## src/rtl/mips_mc_ctrl.sv

```systemverilog
// Multicycle MIPS control FSM: sequences datapath enables and selects
// one instruction at a time, stalling on memory via mem_ready.
module mips_mc_ctrl (
    input  logic       clk,
    input  logic       rst,
    input  logic [5:0] opcode,
    input  logic       mem_ready,
    output logic       mem_req,
    output logic       mem_we,
    output logic       iord,
    output logic       ir_we,
    output logic       pc_we,
    output logic       pc_cond,
    output logic [1:0] pc_src,
    output logic       reg_we,
    output logic       reg_dst,
    output logic       mem_to_reg,
    output logic       alu_src_a,
    output logic [1:0] alu_src_b,
    output logic [1:0] alu_op,
    output logic       retire,
    output logic       illegal,
    output logic [3:0] state
);

    typedef enum logic [3:0] {
        S_FETCH  = 4'd0,
        S_DECODE = 4'd1,
        S_MEMADR = 4'd2,
        S_MEMRD  = 4'd3,
        S_MEMWB  = 4'd4,
        S_MEMWR  = 4'd5,
        S_RTEXEC = 4'd6,
        S_RTWB   = 4'd7,
        S_ITEXEC = 4'd8,
        S_ITWB   = 4'd9,
        S_BRANCH = 4'd10,
        S_JUMP   = 4'd11
    } state_t;

    localparam logic [5:0] OP_R    = 6'b000000;
    localparam logic [5:0] OP_J    = 6'b000010;
    localparam logic [5:0] OP_BEQ  = 6'b000100;
    localparam logic [5:0] OP_ADDI = 6'b001000;
    localparam logic [5:0] OP_ORI  = 6'b001101;
    localparam logic [5:0] OP_LW   = 6'b100011;
    localparam logic [5:0] OP_SW   = 6'b101011;

    state_t cur;
    state_t nxt;

    always_ff @(posedge clk) begin
        if (rst) cur <= S_FETCH;
        else     cur <= nxt;
    end

    always_comb begin
        nxt        = S_FETCH;
        mem_req    = 1'b0;
        mem_we     = 1'b0;
        iord       = 1'b0;
        ir_we      = 1'b0;
        pc_we      = 1'b0;
        pc_cond    = 1'b0;
        pc_src     = 2'b00;
        reg_we     = 1'b0;
        reg_dst    = 1'b0;
        mem_to_reg = 1'b0;
        alu_src_a  = 1'b0;
        alu_src_b  = 2'b00;
        alu_op     = 2'b00;
        retire     = 1'b0;
        illegal    = 1'b0;
        case (cur)
            S_FETCH: begin
                mem_req   = 1'b1;
                alu_src_b = 2'b01;
                ir_we     = mem_ready;
                pc_we     = mem_ready;
                nxt       = mem_ready ? S_DECODE : S_FETCH;
            end
            S_DECODE: begin
                // Branch target is precomputed into ALUOut here.
                alu_src_b = 2'b11;
                case (opcode)
                    OP_LW, OP_SW:    nxt = S_MEMADR;
                    OP_R:            nxt = S_RTEXEC;
                    OP_ADDI, OP_ORI: nxt = S_ITEXEC;
                    OP_BEQ:          nxt = S_BRANCH;
                    OP_J:            nxt = S_JUMP;
                    default: begin
                        illegal = 1'b1;
                        nxt     = S_FETCH;
                    end
                endcase
            end
            S_MEMADR: begin
                alu_src_a = 1'b1;
                alu_src_b = 2'b10;
                nxt       = (opcode == OP_SW) ? S_MEMWR : S_MEMRD;
            end
            S_MEMRD: begin
                mem_req = 1'b1;
                iord    = 1'b1;
                nxt     = mem_ready ? S_MEMWB : S_MEMRD;
            end
            S_MEMWB: begin
                reg_we     = 1'b1;
                mem_to_reg = 1'b1;
                retire     = 1'b1;
            end
            S_MEMWR: begin
                mem_req = 1'b1;
                mem_we  = 1'b1;
                iord    = 1'b1;
                retire  = mem_ready;
                nxt     = mem_ready ? S_FETCH : S_MEMWR;
            end
            S_RTEXEC: begin
                alu_src_a = 1'b1;
                alu_op    = 2'b10;
                nxt       = S_RTWB;
            end
            S_RTWB: begin
                reg_we  = 1'b1;
                reg_dst = 1'b1;
                retire  = 1'b1;
            end
            S_ITEXEC: begin
                alu_src_a = 1'b1;
                alu_src_b = 2'b10;
                alu_op    = (opcode == OP_ORI) ? 2'b11 : 2'b00;
                nxt       = S_ITWB;
            end
            S_ITWB: begin
                reg_we = 1'b1;
                retire = 1'b1;
            end
            S_BRANCH: begin
                alu_src_a = 1'b1;
                alu_op    = 2'b01;
                pc_cond   = 1'b1;
                pc_src    = 2'b01;
                retire    = 1'b1;
            end
            S_JUMP: begin
                pc_we  = 1'b1;
                pc_src = 2'b10;
                retire = 1'b1;
            end
            default: nxt = S_FETCH;
        endcase
        // Reset aborts any in-flight access with every strobe low.
        if (rst) begin
            mem_req    = 1'b0;
            mem_we     = 1'b0;
            iord       = 1'b0;
            ir_we      = 1'b0;
            pc_we      = 1'b0;
            pc_cond    = 1'b0;
            pc_src     = 2'b00;
            reg_we     = 1'b0;
            reg_dst    = 1'b0;
            mem_to_reg = 1'b0;
            alu_src_a  = 1'b0;
            alu_src_b  = 2'b00;
            alu_op     = 2'b00;
            retire     = 1'b0;
            illegal    = 1'b0;
        end
    end

    assign state = cur;

endmodule

```

## config.mk

```make
export PLATFORM = sky130hd
export DESIGN_NAME = mips_mc_ctrl
export DESIGN_NICKNAME = d
export VERILOG_FILES = /design/src/rtl/mips_mc_ctrl.sv
export SDC_FILE = /design/constraint.sdc
export NUM_CORES = 1
export LEC_CHECK = 0
export CORE_MARGIN = 1
export CORE_UTILIZATION = 42
export DETAILED_ROUTE_END_ITERATION = 7
export HOLD_SLACK_MARGIN = 0.03
export PLACE_DENSITY_LB_ADDON = 0.05
export SKIP_CTS_REPAIR_TIMING = 1
export SYNTH_ARGS = -nofsm -noshare
export SYNTH_HDL_FRONTEND = slang
export SYNTH_SLANG_ARGS = --single-unit
```

## constraint.sdc

```tcl
create_clock -name clk -period 2.7 [get_ports clk]
set_input_delay 0.54 -clock clk [delete_from_list [all_inputs] [get_ports clk]]
set_output_delay 0.54 -clock clk [all_outputs]
set_load 0.02 [all_outputs]
```

==> results.yml <==
worst_setup_path:
  crit_required_ns: 2.16
  cp_max_fo: 12
  worstSetupPathType: "in -> out"
  cp_slowest_cell: "clkdlybuf4s50_1"
  arrival_ns: 2.12
  crit_path_cell_trace: "clkdlybuf4s50_1, buf_4, nor4_1, clkdlybuf4s50_1"
  cpLargestDelayFamily: "buffers and inverters"
  cp-start-kind: "primary input"
  cp-end-kind: "primary output"
  crit_buf_inv: 3
  path_common_cell: "clkdlybuf4s50_1"
  critPathMaxStageDelay_ns: 0.65
sta:
  hold_ws_ns: 0.5820
  finalCriticalPeriod_ns: 2.658
  setup_viol: 0
  fmax_mhz: 376.2
  hold_viol: 0
  max_slew.worst_pin.slew_ns: 0.3830
  finalCritPeriodShare_pct: 98.45
  skew_ns: 0.001715
  slew_violations: 0
  max-slew-margin-rel_pct: 73.81
die:
  chipWidth_microns: 40.87
  initial_core_util_pct: 46.99
  dieArea_sq_mm: 0.001670
  num_rows: 13
  pin_count: 31
  die_h_microns: 40.87
  core_area_sq_mm: 0.001350
place:
  place_congestion: 0.8094
  port_buffers: 30
  dpl.hpwl_microns: 1548
synth:
  synthXorXnorAreaFrac_pct: 5.523
  synthMuxAreaShare_pct: 1.578
  ys_warn_count: 0
  synth_ff_type: "dfxtp_1"
  synthAdderAreaFrac_pct: 0
  synth_compound_area_share_pct: 25.64
  avgSynthCellArea_sq_um: 6.677
  synth-simple-area-share_pct: 46.55
  async_flop_share_pct: 0
  yosysSeqAreaShare_pct: 12.62
  synth_top_family_by_area: "simple AND/OR/NAND/NOR gates"
  synth_seq_cells: 4
  synth-edff-count: 0
  synth_top_area_share_pct: 12.62
  syn_nets: 104
  syn_area_sq_um: 634.4
  synth_area_leader_cell: "dfxtp_1"
  postSynthCellCount: 95
  ys_top_cells_by_area: "dfxtp_1 (13%), nor2_1 (7.7%), nor2b_1 (4.9%)"
  ys_types: 38
cts:
  cts_tree: "yes"
  cts-root-buf: "clkbuf_4"
  cts.path.max_buffers: 2
  cts.reportedPaths.clkPinSlew_ns: 0.04
  htreeDepth: 1
  clock_sinks: 4
  cts_buffers: 3
  clock_latency_ns: 0.23
route:
  final_antenna_net_count: 0
  drt_iter0_drc: 55
  vias: 924
  wl_per_cell_microns: 14.66
  drtPass1Iterations: 4
  drc: 0
  vias_per_cell: 6.000
  routed_wl_microns: 2258
hold_path:
  hold_path_class: "reg -> reg"
final_layout:
  multi_input_area_sq_um: 538.0
  register_area_sq_um: 80.08
  final_cell_mix: "clkdlybuf4s50_1 (23), buf_4 (20), nor2_1 (13)"
  num-nets-final: 150
  fillers: 95
  layout-drive-gt1-share_pct: 22.30
  final_common_cell: "clkdlybuf4s50_1"
  utilization_pct: 82.85
  area_growth_pct: 76.33
  diodes: 0
  largest_register_ffs: 4
power:
  max-vdd-ir-drop_uv: 218.1
  power_density_mw_per_mm2: 220.1
  p_total_w: 0.0002462
  power_leakage_nw: 0.4850
global_route:
  antenna_found_initial: 0
  grt_pass1_wl_microns: 2932
  overflow: 0
  first_global_vias: 653
  grt.total_usage_pct: 26.09
  grt_start_max_net_pins: 21
status:
  status: "completed"
run:
  cap_violations: 0
==> Yosys cell counts (2+ instances only) <==
| cell type | number |
|---|---|
| nand3_1 | 2 |
| a31oi_1 | 2 |
| o21ai_0 | 6 |
| nor2_1 | 13 |
| nand2b_1 | 2 |
| dfxtp_1 | 4 |
| nor4_1 | 3 |
| nor3_1 | 5 |
| inv_1 | 3 |
| clkbuf_1 | 2 |
| nor2b_1 | 5 |
| nand3b_1 | 3 |
| buf_2 | 5 |
| a21oi_1 | 3 |
| a2111oi_0 | 2 |
| a211oi_1 | 3 |
| or3_1 | 4 |
| xnor2_1 | 3 |
| nand4_1 | 2 |
| nand2_1 | 5 |
==> routing by layer <==
layer  track usage [%]  routed length, microns  share of wire (%)
met2             44.92                    1171                 52
met5                 0                       0                  0
met1             34.30                     864                 38
met4             7.500                      15               0.66
met3             1.630                     207                9.2
==> worst min-delay path: cells and delay by family (launching register included) <==
family | cells | cell delay (ns)
and+or+nand+nor | 1 | 0.11
AOI/OAI and AO/OA | 1 | 0.06
DFF | 1 | 0.36
==> area by class of cell <==
type	count	share of cell area, %
Clock buffer	3	2.013
Inverter	3	1.007
Multi-Input combinational cell	80	48.10
Sequential cell	4	7.159
Tap cell	15	1.678
Timing Repair Buffer	49	40.04
==> power breakdown <==
| part | switching (W) | internal [W] | total, W | leakage [nW] |
|---|---|---|---|---|
| sequential | 0.00000170 | 0.0000610 | 0.0000627 | 0.0325 |
| combinational | 0.0000564 | 0.0000543 | 0.000111 | 0.439 |
| clock | 0.0000231 | 0.0000496 | 0.0000727 | 0.0138 |
| total | 0.0000813 | 0.000165 | 0.000246 | 0.485 |
==> through the flow <==
step | TNS, ns | instance area [sq um] | setup WS (ns) | std cells
finish | 0 | 1119 | 0.04174 | 154
global route | -0.006419 | 1119 | -0.006419 | 154
CTS | -1.130 | 1079 | -0.4635 | 154
detailed placement | -1.067 | 1056 | -0.4290 | 151
global placement | -0.7551 | 1056 | -0.2793 | 151
floorplan | 0 | 634.4 | 0.02769 | 95
==> worst paths after layout <==
path         slack, ns  cells after the start         end  startpoint
max               0.04                      4  mem_to_reg         rst
min               0.58                      2    state[3]    state[3]
max reg2reg       1.22                      4    state[1]    state[0]
min reg2reg       0.58                      2    state[3]    state[3]
==> cell families (layout without fill, tap and decap cells) <==
group / after synthesis / count (layout)
and+or+nand+nor: 52 / 52
buffers and inverters: 11 / 55
muxes: 1 / 1
AOI/OAI and AO/OA: 23 / 23
DFF: 4 / 4
xor gates and xnor gates: 4 / 4
Power figures use the tool's default switching activity.
